[src/rtl/move_cmd_exec.sv]
// Board move executor: latches a command word, steps position one square per SQ_CYCLES, optional fanfare, then responds.
// Latency: ack at T+1, send_resp at T+2+n*SQ_CYCLES (+FAN_CYCLES with fanfare); illegal opcode responds at T+2.
// Backpressure: one command at a time, cmd_rdy ignored outside IDLE; define MOVE_EXEC_BOUNDS_EN for a 5x5 bounded board.
module move_cmd_exec #(
    parameter int SQ_CYCLES  = 8,
    parameter int FAN_CYCLES = 4
) (
    input  logic        clk,
    input  logic        rst,
    input  logic [15:0] cmd,
    input  logic        cmd_rdy,
    output logic        clr_cmd_rdy,
    output logic        send_resp,
    output logic        busy,
    output logic [2:0]  xx,
    output logic [2:0]  yy,
    output logic        fanfare,
    output logic        err
);

    localparam logic [2:0] IDLE    = 3'd0;
    localparam logic [2:0] ACK     = 3'd1;
    localparam logic [2:0] MOVE    = 3'd2;
    localparam logic [2:0] FANFARE = 3'd3;
    localparam logic [2:0] RESP    = 3'd4;

    localparam logic [2:0] OP_MOVE  = 3'b010;
    localparam logic [9:0] SQ_LAST  = 10'(SQ_CYCLES - 1);
    localparam logic [9:0] FAN_LAST = 10'(FAN_CYCLES - 1);

    logic [2:0] state;
    logic [2:0] op_q;
    logic       fan_q;
    logic [7:0] hdg_q;
    logic [3:0] rem;
    logic [9:0] cnt;

    logic       hdg_ok;
    logic [2:0] nx;
    logic [2:0] ny;
    logic [2:0] after_move;

    assign clr_cmd_rdy = (state == ACK);
    assign send_resp   = (state == RESP);
    assign busy        = (state != IDLE);
    assign fanfare     = (state == FANFARE);
    assign after_move  = fan_q ? FANFARE : RESP;

    // Next position for one square in the latched heading; 3-bit arithmetic wraps modulo 8.
    always_comb begin
        hdg_ok = 1'b1;
        nx     = xx;
        ny     = yy;
        case (hdg_q)
            8'h00:   ny = yy + 3'd1;
            8'h7F:   ny = yy - 3'd1;
            8'h3F:   nx = xx - 3'd1;
            8'hBF:   nx = xx + 3'd1;
            default: hdg_ok = 1'b0;
        endcase
    end

`ifdef MOVE_EXEC_BOUNDS_EN
    logic oob;

    always_comb begin
        case (hdg_q)
            8'h00:   oob = (yy >= 3'd4);
            8'h7F:   oob = (yy == 3'd0);
            8'h3F:   oob = (xx == 3'd0);
            8'hBF:   oob = (xx >= 3'd4);
            default: oob = 1'b0;
        endcase
    end
`endif

    always_ff @(posedge clk) begin
        if (rst) begin
            state <= IDLE;
            op_q  <= 3'd0;
            fan_q <= 1'b0;
            hdg_q <= 8'd0;
            rem   <= 4'd0;
            cnt   <= 10'd0;
            xx    <= 3'd2;
            yy    <= 3'd2;
            err   <= 1'b0;
        end else begin
            case (state)
                IDLE: begin
                    if (cmd_rdy) begin
                        op_q  <= cmd[15:13];
                        fan_q <= cmd[12];
                        hdg_q <= cmd[11:4];
                        rem   <= cmd[3:0];
                        cnt   <= 10'd0;
                        state <= ACK;
                    end
                end
                ACK: begin
                    cnt <= 10'd0;
                    if (op_q != OP_MOVE) begin
                        err   <= 1'b1;
                        state <= RESP;
                    end else if (!hdg_ok) begin
                        err   <= 1'b1;
                        state <= after_move;
                    end else begin
                        state <= MOVE;
                    end
                end
                MOVE: begin
                    if (rem == 4'd0) begin
                        cnt   <= 10'd0;
                        state <= after_move;
                    end else if (cnt == SQ_LAST) begin
                        cnt <= 10'd0;
                        rem <= rem - 4'd1;
`ifdef MOVE_EXEC_BOUNDS_EN
                        // Off-board step keeps position but still consumes the square's time.
                        if (oob) begin
                            err <= 1'b1;
                        end else begin
                            xx <= nx;
                            yy <= ny;
                        end
`else
                        xx <= nx;
                        yy <= ny;
`endif
                        if (rem == 4'd1) begin
                            state <= after_move;
                        end
                    end else begin
                        cnt <= cnt + 10'd1;
                    end
                end
                FANFARE: begin
                    if (cnt == FAN_LAST) begin
                        cnt   <= 10'd0;
                        state <= RESP;
                    end else begin
                        cnt <= cnt + 10'd1;
                    end
                end
                RESP: begin
                    state <= IDLE;
                end
                default: begin
                    state <= IDLE;
                end
            endcase
        end
    end

endmodule

[config.mk]
export PLATFORM = sky130hd
export DESIGN_NAME = move_cmd_exec
export DESIGN_NICKNAME = d
export VERILOG_FILES = /design/src/rtl/move_cmd_exec.sv
export SDC_FILE = /design/constraint.sdc
export NUM_CORES = 1
export LEC_CHECK = 0
export BUFFER_PORTS_ARGS = -buffer_cell sky130_fd_sc_hd__buf_4
export CAP_MARGIN = 30
export CORE_ASPECT_RATIO = 1.5
export CORE_MARGIN = 1.5
export CORE_UTILIZATION = 25
export CTS_CLUSTER_DIAMETER = 200
export CTS_CLUSTER_SIZE = 30
export DETAILED_ROUTE_END_ITERATION = 8
export GPL_TIMING_DRIVEN = 0
export PLACE_DENSITY = 0.42
export SETUP_SLACK_MARGIN = 0.2
export SLEW_MARGIN = 15
export SYNTH_ARGS = -nofsm -noshare
export SYNTH_HDL_FRONTEND = slang
export SYNTH_SLANG_ARGS = --single-unit
[constraint.sdc]
create_clock -name clk -period 6.56 [get_ports clk]
set_clock_uncertainty 0.2 [all_clocks]
set_input_delay 0.656 -clock clk [delete_from_list [all_inputs] [get_ports clk]]
set_output_delay 0.656 -clock clk [all_outputs]
set_load 0.05 [all_outputs]
# Yosys cells after proc, flatten, opt, wreduce, memory -nomap -nowiden
# Cells that the tools add are included.
dict set report totals {
  output_inout_bits 11
  input_bits 19
  register_bits 36
  elab_cells 73
}
dict set report classes {
  add_sub_neg 6
  n_reduce_logical 16
  n_eq_ne 18
  bitwise 1
  mux 23
}
# cell count
set op_table {}
lappend op_table {{10-bit two-way mux} 4}
lappend op_table {{10-bit one-hot mux with 4 select lines} 1}
lappend op_table {{3-bit two-way mux} 8}
lappend op_table {{4-bit AND reduction} 4}
lappend op_table {{4-bit two-way mux} 3}
lappend op_table {{3-bit one-hot mux with 2 select lines} 2}
lappend op_table {{3-bit one-hot mux with 4 select lines} 1}
lappend op_table {{10-bit by 1-bit adder with 10-bit output, second input constant} 1}
lappend op_table {{10-bit by 2-bit == test with 1-bit output, second input constant} 1}
lappend op_table {{10-bit by 3-bit == test with 1-bit output, second input constant} 1}
lappend op_table {{8-bit by 6-bit == test with 1-bit output, second input constant} 1}
lappend op_table {{8-bit by 7-bit == test with 1-bit output, second input constant} 1}
lappend op_table {{8-bit == test, second input constant} 1}
lappend op_table {{8-bit zero test} 1}
lappend op_table {{4-bit one-hot mux with 2 select lines} 1}
lappend op_table {{3-bit by 1-bit adder with 3-bit output, second input constant} 2}
lappend op_table {{3-bit by 2-bit == test with 1-bit output, second input constant} 2}
lappend op_table {{2-bit inequality test, second input constant} 3}
lappend op_table {{3-bit inequality test, second input constant} 2}
lappend op_table {{2-bit AND reduction} 3}
lappend op_table {{2-bit nonzero test} 3}
lappend op_table {{3-bit by 1-bit subtractor with 3-bit output, second input constant} 2}
lappend op_table {{4-bit by 1-bit == test with 1-bit output, second input constant} 1}
lappend op_table {{4-bit zero test} 1}
lappend op_table {{other kinds (11)} 14}

# Longest topological paths before layout
dict set report logic_depth {
  ltp_word 6
  ltp_mapped 9
  mapped_depth_nobuf 7
}

# Worst setup path before layout
# Ideal clock, no wire load.
dict set report synth_path {
  path_type {flip-flop to flip-flop}
  start {reg state[0]}
  end {reg state[1]}
  path_buffers 1
  required_time_ps 6303
  path_slack_ps 3906
  path_stages_with_launch 7
  arrival_ps 2397
  cell_sequence {dfxtp_1 -> buf_2 -> nor3b_1 -> nand3_1 -> o21ba_2 -> o2bb2a_1 -> o21ba_2}
}
dict set report synth_via {
  word_cells_on_any_way 10
  classes_between {eq/ne: 7; mux: 1; reduce/logical: 2}
}
# element line_no
set synth_rtl {}
lappend synth_rtl {{start, declared} 31} ;# logic [2:0] state;
lappend synth_rtl {{start signal, assigned} 107} ;# state <= after_move;
lappend synth_rtl {{start signal, assigned} 115} ;# state <= after_move;
lappend synth_rtl {{start signal, assigned} 132} ;# state <= after_move;
lappend synth_rtl {{3-bit by 1-bit == test with 1-bit output} --}
lappend synth_rtl {{named net clr_cmd_rdy} 12} ;# output logic clr_cmd_rdy,
lappend synth_rtl {{3-bit one-hot mux with 4 select lines} 89} ;# case (state)
# The timed path passes the listed nets, and every way through them passes these cells.
# A chain may end at the register's enable or synchronous reset.

# Worst setup path in the final report
dict set report layout_path {
  start {reg cnt[0]}
  end {reg cnt[1]}
}
dict set report layout_via {
  elab_chain_len 4
  word_cells_on_any_way 7
  classes_between {add/sub: 1; eq/ne: 2; mux: 4}
}
# element line_no
set layout_lines {}
lappend layout_lines {{start, declared} 36} ;# logic [9:0] cnt;
lappend layout_lines {{start signal, assigned} 135} ;# cnt <= cnt + 10'd1;
lappend layout_lines {{start signal, assigned} 143} ;# cnt <= cnt + 10'd1;
lappend layout_lines {{10-bit by 1-bit adder with 10-bit output / 10-bit by 3-bit == test with 1-bit output (equally long branches)} {135, 143, 116}}
lappend layout_lines {{10-bit two-way mux} 116} ;# end else if (cnt == SQ_LAST) begin
lappend layout_lines {{10-bit two-way mux} 113} ;# if (rem == 4'd0) begin
lappend layout_lines {{10-bit one-hot mux with 4 select lines (*)} 89}
# Every way passes the cells marked *; elsewhere a longest branch is shown, timed or not.

==> impl_metrics.csv <==
group,metric,value,unit
synthesis,yosysUniqueCellTypes,48,
synthesis,yosysMostFrequentCell,"nand2_1",
routing,routed_wl,5.11,mm
sta,drv_slew,0,
power,ir_drop,96.4,uV
die,initial_core_util,0.257,
sta,hold_violations,0,
sta,rsz0062_at_grt,"false",
synthesis,synth_cells,251,
cells_and_area,areaGrowthSynthToFinish,25.2,%
die,ios,30,
die,die_area,8360,um2
synthesis,synth_top_area_cell,"dfxtp_1",
placed_design,place.gp.congestion,0.742,
synthesis,synth_ff_type,"dfxtp_1",
synthesis,postSynthAreaPerCell,7.78,um2
clock_tree,cts_hold_buf,0,
clock_tree,cts_sinks,36,
sta,final-setup-viol-count,0,
routing,initialDrtViolationCount,61,
worst_setup_path,crit_path_max_fanout,10,
worst_setup_path,critPathRequiredTime,6500,ps
sta,fin_crit_sh,0.371,
synthesis,synthTopCellsByCount,"52 x nand2_1, 36 x dfxtp_1, 24 x a21oi_1",
job,cap_viol_max_count,0,
placed_design,portBuffers,28,
synthesis,ys_warn_count,0,
sta,fin_crit,2430,ps
power,finalPower,0.566,mW
worst_setup_path,path_buf_inv,2,
clock_tree,insertion_delay,280,ps
worst_setup_path,end_kind,"flop",
worst_setup_path,cp_common_cell,"buf_2",
synthesis,yosysTopAreaCellShare,0.369,
worst_setup_path,worstPathArrival,2370,ps
worst_setup_path,critical_path.cell_chain,"ha_1 > nor4b_1 > nand2_1 > o311a_1 > buf_2 > buf_2 > o211ai_1 > a21oi_1",
routing,vias_per_cell,4.71,
clock_tree,clk_pin_slew,60,ps
synthesis,syn_area,1950,um2
cells_and_area,fillers,860,
global_routing,antenna_found_initial,0,
clock_tree,cts_tree,"yes",
synthesis,synth_area_leaders,"dfxtp_1 37%, nand2_1 10%, a21oi_1 6.1%",
cells_and_area,final_util,0.321,
die,die_w,75.2,um
global_routing,grt_pass1_wl,8.68,mm
sta,slew_headroom,0.605,
synthesis,synth_nets,276,
cells_and_area,n_antenna_cell,0,
power,powerDensity,232,nW/um2
power,p_leak,0.927,nW
cells_and_area,fin_cells,389,
worst_setup_path,max_stage_delay,400,ps
global_routing,grt_max_degree,13,
global_routing,grt_overflow,0,
synthesis,synth_seq_cells,36,
placed_design,dp_cells,381,
routing,drt_pass1_iterations,5,
hold_path,hold_class,"flop to flop",
routing,ant_nets,0,
placed_design,place_hpwl,3.90,mm
sta,max_freq,411,MHz
routing,wl_per_cell,13.1,um
placed_design,place_area,2290,um2
routing,drcViolationCount,0,
clock_tree,clockRootBuffer,"clkbuf_16",
sta,worst_pin_slew,585,ps
cells_and_area,finish.instance_area,2440,um2
clock_tree,cts-htree-levels,2,
synthesis,async_flop_share,0,
clock_tree,numCtsBuffers,5,
worst_setup_path,critPathSlowestCell,"nor4b_1",
die,num_rows,39,
sta,fin_tns_setup,0,ps
clock_tree,cts_buffer_depth,2,
clock_tree,post_cts_buffers,0,
synthesis,synth_edf_count,0,
status,outcome,"complete, no violations",
clock_tree,post_cts_resized,0,
global_routing,track_usage,0.137,
routing,vias,1831,
worst_setup_path,critPathTopFamily,"simple AND/OR/NAND/NOR gates",
cells_and_area,final_nets,311,
die,die_height,111,um
worst_setup_path,critPathKind,"flop to flop",
synthesis,ys_seq_area_frac,0.369,
die,core_area,7610,um2
worst_setup_path,cp-start-kind,"flop",
global_routing,grt_pass1_vias,1851,
cells_and_area,drive_gt1_frac,0.171,
==> worst paths after layout <==
path / to / cells after the start / slack (ps) / from
worst max-delay path: cnt[1]$_SDFFE_PP0P_ / 8 / 4130 / cnt[0]$_SDFFE_PP0P_
worst min-delay path: err$_SDFFE_PP0P_ / 2 / 250 / err$_SDFFE_PP0P_
worst max register to register: cnt[1]$_SDFFE_PP0P_ / 8 / 4130 / cnt[0]$_SDFFE_PP0P_
worst min register to register: err$_SDFFE_PP0P_ / 2 / 250 / err$_SDFFE_PP0P_
==> cells by family (layout without fill, tap and decap cells) <==
group | after synthesis | in the layout | share of synthesized area
buffers and inverters | 24 | 60 | 0.0551
and+or+nand+nor | 123 | 123 | 0.311
DFF | 36 | 36 | 0.369
muxes | 1 | 1 | 0.00513
AOI/OAI and AO/OA | 57 | 57 | 0.195
xor gates and xnor gates | 4 | 4 | 0.0179
adders and majority gates | 6 | 6 | 0.0461
==> flip-flops by register name (all words and copies together), names as in the netlist <==
signal	cells
cnt	10
hdg_q	8
rem	4
op_q	3
state	3
xx	3
yy	3
err	1
fan_q	1
==> worst min-delay path, cell delays in order (launching register included) <==
cell and delay (ps):
dfxtp_1 310, inv_1 50, a21oi_1 50
==> power breakdown <==
| part | internal, mW | switching, mW | total (mW) |
|---|---|---|---|
| logic | 0.0302 | 0.0513 | 0.0815 |
| clock network | 0.151 | 0.0965 | 0.248 |
| registers | 0.228 | 0.00881 | 0.237 |
| total | 0.410 | 0.157 | 0.566 |
==> layout by cell type (no fill, tap or decap), types with 2 or more instances in the layout <==
cell,count
or3b_1,2
ha_1,4
o21ai_0,5
nor3_1,6
fa_1,2
dfxtp_1,36
buf_4,29
and3_1,2
a21oi_1,24
nor4_1,2
or4_1,2
a211oi_1,3
and2_1,2
or3_1,3
nor2_1,19
a31oi_1,9
clkbuf_1,6
xor2_1,3
clkinvlp_4,2
nor4b_1,3
nand3b_1,7
nand2_1,52
nor3b_1,3
a211o_1,2
nand4_1,5
buf_2,5
clkbuf_16,5
o21ba_1,2
o21ba_2,2
nand3_1,10
inv_1,10
==> metal layers <==
metal,track usage,share of wire
met2,0.253,0.54
met5,0,0
met3,0.0264,0.024
met4,0.0464,0.014
met1,0.148,0.42
==> cell type report <==
| type | count | area (um2) | area share |
|---|---|---|---|
| repair buffers | 28 | 210 | 0.0860 |
| inverters | 10 | 37.5 | 0.0154 |
| well taps | 102 | 128 | 0.0522 |
| multi-input cells | 191 | 1120 | 0.460 |
| clock buffers | 6 | 139 | 0.0568 |
| clock inverters | 2 | 15.0 | 0.00614 |
| flip-flops and latches | 36 | 721 | 0.295 |
| plain buffers | 14 | 70.1 | 0.0287 |
==> metrics by stage <==
stage | worst slack (ps) | hold WS, ps
detailed placement | 4110 | 246
finish | 4130 | 249
global route | 3850 | 281
floorplan | 3910 | 236
CTS | 4090 | 256
global placement | 4130 | 237
(Power assumes the default switching activity.)
